File: src/rtl/fpga_cfg_pkg.sv
// Shared constants and state encoding for the switch-box configuration loader.
package fpga_cfg_pkg;

    localparam int CFG_W      = 16;
    localparam int SEL_W      = 2;
    localparam int NUM_FIELDS = 8;
    localparam logic [SEL_W-1:0] SEL_ILLEGAL = 2'b11;

    typedef enum logic [1:0] {
        IDLE,
        LOAD,
        DONE
    } cfg_state_t;

endpackage

File: src/rtl/cfg_field_check.sv
// Combinational mux-select sanitiser: zeroes every illegal 2-bit field and flags it.
module cfg_field_check
    import fpga_cfg_pkg::*;
(
    input  logic [CFG_W-1:0] word,
    output logic [CFG_W-1:0] clean,
    output logic             illegal
);

    logic [NUM_FIELDS-1:0] bad;

    for (genvar g = 0; g < NUM_FIELDS; g++) begin : g_field
        logic [SEL_W-1:0] sel;
        assign sel    = word[g*SEL_W +: SEL_W];
        assign bad[g] = (sel == SEL_ILLEGAL);
        assign clean[g*SEL_W +: SEL_W] = bad[g] ? '0 : sel;
    end

    assign illegal = |bad;

endmodule

File: src/rtl/sb_config_loader.sv
// Streams sanitised config words to switch boxes 0..NUM_TILES-1 via a shared bus
// and a one-hot registered write strobe.
module sb_config_loader #(
    parameter int NUM_TILES = 4,
    parameter int CFG_W     = 16
) (
    input  logic                 clk,
    input  logic                 reset,
    input  logic                 start,
    input  logic                 cfg_valid,
    input  logic [CFG_W-1:0]     cfg_data,
    output logic                 cfg_ready,
    output logic [CFG_W-1:0]     sb_cfg_data,
    output logic [NUM_TILES-1:0] sb_cfg_en,
    output logic                 busy,
    output logic                 done,
    output logic                 cfg_err
);

    import fpga_cfg_pkg::*;

    localparam int IDX_W = (NUM_TILES > 1) ? $clog2(NUM_TILES) : 1;
    localparam logic [IDX_W-1:0] LAST_IDX = IDX_W'(NUM_TILES - 1);

    cfg_state_t             state;
    logic [IDX_W-1:0]       tile_idx;
    logic [CFG_W-1:0]       clean;
    logic                   illegal;
    logic [NUM_TILES-1:0]   onehot;

    cfg_field_check u_check (
        .word    (cfg_data),
        .clean   (clean),
        .illegal (illegal)
    );

    assign cfg_ready = (state == LOAD);
    assign busy      = (state == LOAD);

    always_comb begin
        onehot           = '0;
        onehot[tile_idx] = 1'b1;
    end

    always_ff @(posedge clk or negedge reset) begin
        if (!reset) begin
            state       <= IDLE;
            tile_idx    <= '0;
            sb_cfg_data <= '0;
            sb_cfg_en   <= '0;
            done        <= 1'b0;
            cfg_err     <= 1'b0;
        end else begin
            // Strobe and done are single-cycle pulses unless re-armed below
            sb_cfg_en <= '0;
            done      <= 1'b0;
            case (state)
                IDLE: begin
                    if (start) begin
                        state    <= LOAD;
                        tile_idx <= '0;
                        cfg_err  <= 1'b0;
                    end
                end
                LOAD: begin
                    if (cfg_valid) begin
                        sb_cfg_data <= clean;
                        sb_cfg_en   <= onehot;
                        if (illegal)
                            cfg_err <= 1'b1;
                        if (tile_idx == LAST_IDX) begin
                            state <= DONE;
                            done  <= 1'b1;
                        end else begin
                            tile_idx <= tile_idx + IDX_W'(1);
                        end
                    end
                end
                DONE:    state <= IDLE;
                default: state <= IDLE;
            endcase
        end
    end

endmodule

File: config.mk
export PLATFORM = sky130hd
export DESIGN_NAME = sb_config_loader
export DESIGN_NICKNAME = d
export VERILOG_FILES = /design/src/rtl/fpga_cfg_pkg.sv /design/src/rtl/cfg_field_check.sv /design/src/rtl/sb_config_loader.sv
export SDC_FILE = /design/constraint.sdc
export NUM_CORES = 1
export LEC_CHECK = 0
export ABC_CLOCK_PERIOD_IN_PS = 1350
export BUFFER_PORTS_ARGS = -buffer_cell sky130_fd_sc_hd__buf_2
export CORE_MARGIN = 8
export CORE_UTILIZATION = 47
export CTS_CLUSTER_SIZE = 30
export DETAILED_ROUTE_END_ITERATION = 8
export PLACE_DENSITY_LB_ADDON = 0.05
export SLEW_MARGIN = 10
export SYNTH_ARGS = -nofsm -noshare
export SYNTH_HDL_FRONTEND = slang
export SYNTH_SLANG_ARGS = --single-unit
File: constraint.sdc
create_clock -name clk -period 1.35 [get_ports clk]
set_input_delay 0 -clock clk [delete_from_list [all_inputs] [get_ports clk]]
set_output_delay 0 -clock clk [all_outputs]
set_load 0.02 [all_outputs]
Yosys cells after proc, flatten, opt, wreduce, memory -nomap -nowiden

Index checks and enable logic that the tools add are counted.

Register bits: 26
Output and inout port bits: 24

Add/subtract/negate cells: 1
$lt $le $gt $ge: 2
Equality and inequality tests: 15
Mux-type cells: 27
Reductions and logical operators: 8

Operators with widths:

| kind                                                                                 | count |
|---|---|
| 2-bit 2-to-1 mux                                                                     | 14 |
| 2-bit == test (second input constant)                                                | 9 |
| 4-bit 2-to-1 mux                                                                     | 2 |
| 2-bit case mux with 2 select lines                                                   | 2 |
| 4-bit AND reduction                                                                  | 2 |
| 8-bit OR reduction                                                                   | 1 |
| 1-bit 2-to-1 mux                                                                     | 7 |
| 2-bit != test (second input constant)                                                | 3 |
| 2-bit by 1-bit != test with 1-bit output (second input constant)                     | 2 |
| 2-bit by 3-bit < comparator with 1-bit output (second input constant)                | 1 |
| 3-bit AND reduction                                                                  | 1 |
| 2-bit by 1-bit adder with 2-bit output (second input constant)                       | 1 |
| 1-bit demux with 2-bit select                                                        | 1 |
| 2-bit by 1-bit == test with 1-bit output (second input constant)                     | 1 |
| 2-bit by 1-bit greater-or-equal comparator with 1-bit output (second input constant) | 1 |
| 2-bit logical NOT                                                                    | 1 |
| 1-bit case mux with 2 select lines                                                   | 1 |
| 2-bit AND reduction                                                                  | 1 |
| 2-bit nonzero test                                                                   | 1 |
| 1-bit logical AND                                                                    | 1 |

Logic depth before layout (Yosys ltp)

Depth after elaboration: 6
Mapped depth: 4

Modules after synthesis

A second synthesis with hierarchy kept.

Cell total of the unflattened synthesis: 96
Area, all modules: 1222.4 um^2

By module, submodules not included:

| module           | instances | cells each | area each (um^2) | seq. area each (um^2) |
|---|---|---|---|---|
| sb_config_loader | 1         | 75         | 1082.3           | 625.6 |
| cfg_field_check  | 1         | 21         | 140.1            | 0.0 |

Worst setup path after synthesis

No wires, ideal clock.

Path type: register to register
Start point: register tile_idx[0]
End point: register tile_idx[0]
Library setup time: 0.125 ns
Arrival: 1.118 ns
Path slack: 0.107 ns
Cell stages (with the launch flop): 5
Period minus slack after synthesis: 1.243 ns
Path through: dfrtp_1 -> ha_1 -> and3b_1 -> o21ai_1 -> mux2_2

Word-level cells in the longest chain between the ends: 4

Ends and longest elaborated chain:

| item                                   | RTL line               | text |
|---|---|---|
| from (decl)                            | sb_config_loader.sv:26 | `logic [IDX_W-1:0] tile_idx;` |
| from (signal assigned)                 | sb_config_loader.sv:75 | `tile_idx <= tile_idx + IDX_W'(1);` |
| 2-bit by 1-bit adder with 2-bit output | sb_config_loader.sv:75 |  |
| 2-bit 2-to-1 mux                       | sb_config_loader.sv:71 | `if (tile_idx == LAST_IDX) begin` |
| 2-bit 2-to-1 mux                       | sb_config_loader.sv:66 | `if (cfg_valid) begin` |
| 2-bit case mux with 2 select lines     | sb_config_loader.sv:57 | `case (state)` |

Several ways; a longest one is shown, not always the timed one. The select of a mux whose other input is x is not followed.
A chain may end at the register's enable or synchronous reset.

Final worst setup path

Start point: register tile_idx[1]
End point: register tile_idx[0]

Word-level cells in the longest chain between the ends: 3

Ends and longest elaborated chain:

| item                                 | RTL line |
|---|---|
| 2-bit == test                        | sb_config_loader.sv:71 |
| 2-bit != test (no source line)       | n/a |
| 4-bit AND reduction (no source line) | n/a |

Every way passes these cells.

==> impl_metrics.py <==
metrics = {
    "cts": {
        "insertion_delay_ns": 0.33,
        "htreeDepth": 1,
        "tritoncts": "done",
        "cts.sinks": 25,
        "clk_root_buffer_cell": "sky130_fd_sc_hd__clkbuf_4",
        "cts_inserted_buffers": 3,
        "clkSlewWorstSetupHoldPaths_ns": 0.15,
        "clockBufferDepth": 2,
    },
    "yosys": {
        "synth_largest_type_area_fraction_pct": 55.68,
        "synth_simple_gate_area_share_pct": 20.94,
        "synthXorXnorAreaFrac_pct": 0,
        "post-synth-top-area-cell": "sky130_fd_sc_hd__dfrtp_1",
        "ys_warn_count": 0,
        "number_of_enable_flip_flop_cells_after_synthesis": 0,
        "synth_mux_area_share_pct": 1.002,
        "synth-adder-area-share_pct": 4.454,
        "yosys-top-cells-area": "sky130_fd_sc_hd__dfrtp_1 (56%), sky130_fd_sc_hd__nand2b_1 (9.5%), sky130_fd_sc_hd__o21ai_1 (7.6%)",
        "ys_async_sr_fraction_pct": 100.0,
        "synth_top_flop_cell": "sky130_fd_sc_hd__dfrtp_1",
        "synthesis.instances": 109,
        "synth_cell_type_count": 21,
        "yosys_register_bits": 25,
        "synthesis.area_per_instance_sq_um": 10.31,
        "synth_top_family_by_area": "simple AND/OR/NAND/NOR gates",
        "syn_nets": 133,
        "share_of_the_synthesized_area_in_compound_gates_ao_oa_aoi_oai_pct": 13.92,
        "yosysMostFrequentCell": "sky130_fd_sc_hd__dfrtp_1",
        "netlist_area_sq_mm": 0.001124,
        "synth.yosys.seq_area_share_pct": 55.68,
        "post_synth_most_frequent_cells": "sky130_fd_sc_hd__dfrtp_1 (25), sky130_fd_sc_hd__nand2b_1 (17), sky130_fd_sc_hd__o21ai_1 (17), sky130_fd_sc_hd__nand2_1 (16), sky130_fd_sc_hd__and3_1 (5)",
    },
    "worst_setup_path": {
        "timing.reg2reg.setup_slack_ns": 0.07,
        "critPathBufInv": 0,
        "rr_endpoint": "tile_idx[0]",
        "critical-path-top-delay-family": "flip-flops",
        "critical_path.startpoint_type": "flop",
        "max_stage_delay_ns": 0.44,
        "cp_max_fo": 4,
        "crit_arrival_ns": 1.52,
        "timing.critical_path.slowest_stage_cell": "sky130_fd_sc_hd__dfrtp_1",
        "sequence_of_cells_on_the_critical_path": "ha_1, and3b_1, o21ai_1, mux2_2",
        "worstSetupPathDepth": 4,
        "critical_path.reg2reg.startpoint": "tile_idx[1]",
        "critical_path_class": "reg2reg",
        "timing.critical_path.from": "tile_idx[1]",
        "worstPathRequired_ns": 1.59,
        "worst_reg_to_reg_cells": 4,
        "capture_point_of_the_critical_path": "tile_idx[0]",
        "endpoint_kind": "flop",
    },
    "floorplan": {
        "rows": 17,
        "die_width_um": 64.90,
        "die_h_um": 64.90,
        "full_die_area_sq_mm": 0.004211,
        "initial_core_utilization_pct": 50.31,
        "coreArea_sq_mm": 0.002233,
        "io-pin-count": 44,
    },
    "route": {
        "drt_iter0_drc": 31,
        "detail_route.vias_per_cell": 4.817,
        "avgRoutedWirePerCell_um": 13.63,
        "detail_route_antenna_nets": 0,
        "routed_wl_um": 2836,
        "detailroute.via_count": 1002,
        "drt-pass1-iter-count": 4,
        "route.detailed.drc": 0,
    },
    "global_routing": {
        "use_met1_pct": 15.75,
        "grt.met3_usage_pct": 4.639,
        "largest_net_degree_at_the_start_of_global_routing": 27,
        "number_of_antenna_violations_at_the_first_check_in_global_routing": 0,
        "gr-total-overflow": 0,
        "global_route.peak_usage_layer": "met2",
        "grt.met2_usage_pct": 25.96,
        "wire_length_of_the_first_global_routing_pass_um": 4968,
        "vias_in_the_first_global_route": 1107,
        "total_routing_resource_utilization_after_global_routing_pct": 14.62,
    },
    "final_layout": {
        "finalNetCount": 205,
        "nFillCells": 156,
        "diodes": 0,
        "fin_util_pct": 75.41,
        "syn2layout_area_growth_pct": 49.89,
        "final_layout_size_suffix_gt1_share_pct": 30.00,
    },
    "run": {
        "max_cap_viol_count": 0,
    },
    "timing": {
        "setup_violations": 0,
        "post-route-period-util_pct": 94.50,
        "max_freq_mhz": 783.9,
        "period_minus_slack_ns": 1.276,
        "setup-tns-final_ns": 0,
        "slew_viol_final": 0,
        "relSlewSlack_pct": 64.43,
        "worst-slew-pin-transition_ns": 0.5336,
        "timing.final.hold_violations": 0,
        "worst_clock_skew_ns": 0.007613,
    },
    "power_and_ir_drop": {
        "power.ir.vdd_worst_v": 0.0009992,
        "pwr_dens_mw_per_mm2": 1619,
        "p_switching_w": 0.001130,
        "pwr-share-comb_pct": 44.8,
        "cellLeakagePower_nw": 0.8496,
        "share_seq_of_total_power_pct": 42.1,
        "internal_power_w": 0.001597,
        "switching_share_pct": 41.44,
        "clkPwrFrac_pct": 13.2,
    },
    "min_path": {
        "worstHoldPathType": "in2async",
    },
    "placement": {
        "placement.io_buffers": 43,
        "routabilityCongestion": 0.7254,
        "detailed_placer_s_ending_hpwl_um": 1944,
    },
    "outcome": {
        "status": "finished clean",
    },
}
## final cells by class
class	instances	area, sq um	area share [%]
clock buffers	3	22.52	1.337
clock inverters	1	7.507	0.4458
inverters	4	15.01	0.8915
multi-input cells	75	464.2	27.56
flip-flops and latches	25	626.9	37.22
well taps	28	35.03	2.080
repair buffers	72	513.0	30.46
## metal layers
metal / wire length, um / vias up / share of wire, %
met4: 48 / 0 / 1.7
met1: 1152 / 452 / 41
met3: 234 / 5 / 8.3
li1: - / 513 / -
met2: 1400 / 32 / 49
met5: 0 / - / 0
## per-stage QoR
stage / power, W / worst slack, ns / instances / instance area, sq um / hold slack [ns]
6_report: 0.002726 / 0.07428 / 208 / 1684 / 0.1553
5_1_grt: 0.002935 / -0.005233 / 208 / 1684 / 0.2348
4_1_cts: 0.002734 / 0.02095 / 208 / 1673 / 0.1808
3_5_place_dp: 0.002323 / 0.09864 / 177 / 1371 / 0.01952
3_3_place_gp: 0.002273 / 0.1254 / 177 / 1371 / 0.01112
2_1_floorplan: 0.001892 / 0.1074 / 109 / 1124 / -0.2956
## repair_timing
item | 4_1_cts | 5_1_grt
resized for setup | 1 | 2
setup endpoints to repair | 2 | 2
hold endpoints to repair | 45 | 0
setup buffers | 0 | 0
hold buffers | 27 | 0
## cell families after synthesis
group                    after synthesis
AND/OR/NAND/NOR                       44
adder cells (fa/ha/maj)                4
buffers and inverters                  9
AO/OA/AOI/OAI                         26
flip-flops                            25
multiplexers                           1
## state kept, by name, indices dropped and copies added, names as in the netlist
name and count:
sb_cfg_data 16, tile_idx 2, sb_cfg_en 3, cfg_err 1, done 1, state 2
## layout by cell type (no fill, tap or decap)
cell type,count
sky130_fd_sc_hd__a211oi_1,1
sky130_fd_sc_hd__a21oi_1,2
sky130_fd_sc_hd__a221oi_1,1
sky130_fd_sc_hd__a222oi_1,1
sky130_fd_sc_hd__a22o_1,2
sky130_fd_sc_hd__a311oi_1,2
sky130_fd_sc_hd__and3_1,5
sky130_fd_sc_hd__and3b_1,1
sky130_fd_sc_hd__buf_12,1
sky130_fd_sc_hd__buf_2,43
sky130_fd_sc_hd__buf_4,1
sky130_fd_sc_hd__clkbuf_4,3
sky130_fd_sc_hd__clkinvlp_4,1
sky130_fd_sc_hd__dfrtp_1,24
sky130_fd_sc_hd__dfrtp_2,1
sky130_fd_sc_hd__dlygate4sd3_1,27
sky130_fd_sc_hd__ha_1,4
sky130_fd_sc_hd__inv_1,3
sky130_fd_sc_hd__inv_2,1
sky130_fd_sc_hd__mux2_2,1
sky130_fd_sc_hd__nand2_1,16
sky130_fd_sc_hd__nand2b_1,17
sky130_fd_sc_hd__nand3b_4,1
sky130_fd_sc_hd__nor2_1,2
sky130_fd_sc_hd__nor2_2,1
sky130_fd_sc_hd__nor2b_1,1
sky130_fd_sc_hd__o21ai_1,17
## power groups by stage
stage          clock network, W  logic [W]  registers (W)
2_1_floorplan                 0   0.000488        0.00140
3_3_place_gp                  0    0.00113        0.00114
3_5_place_dp                  0    0.00116        0.00116
4_1_cts                0.000365    0.00122        0.00115
5_1_grt                0.000399    0.00136        0.00118
6_report               0.000359    0.00122        0.00115
## how the worst min path moves through the flow
| stage | start | end |
|---|---|---|
| final | reset | cfg_err |
| after global routing | reset | sb_cfg_data[11] |
| after CTS | reset | sb_cfg_data[11] |
| after detailed placement | reset | sb_cfg_data[3] |
| after global placement | reset | sb_cfg_data[3] |
| after floorplan | reset | cfg_err |
No activity file was read; power rests on OpenSTA's default activity.
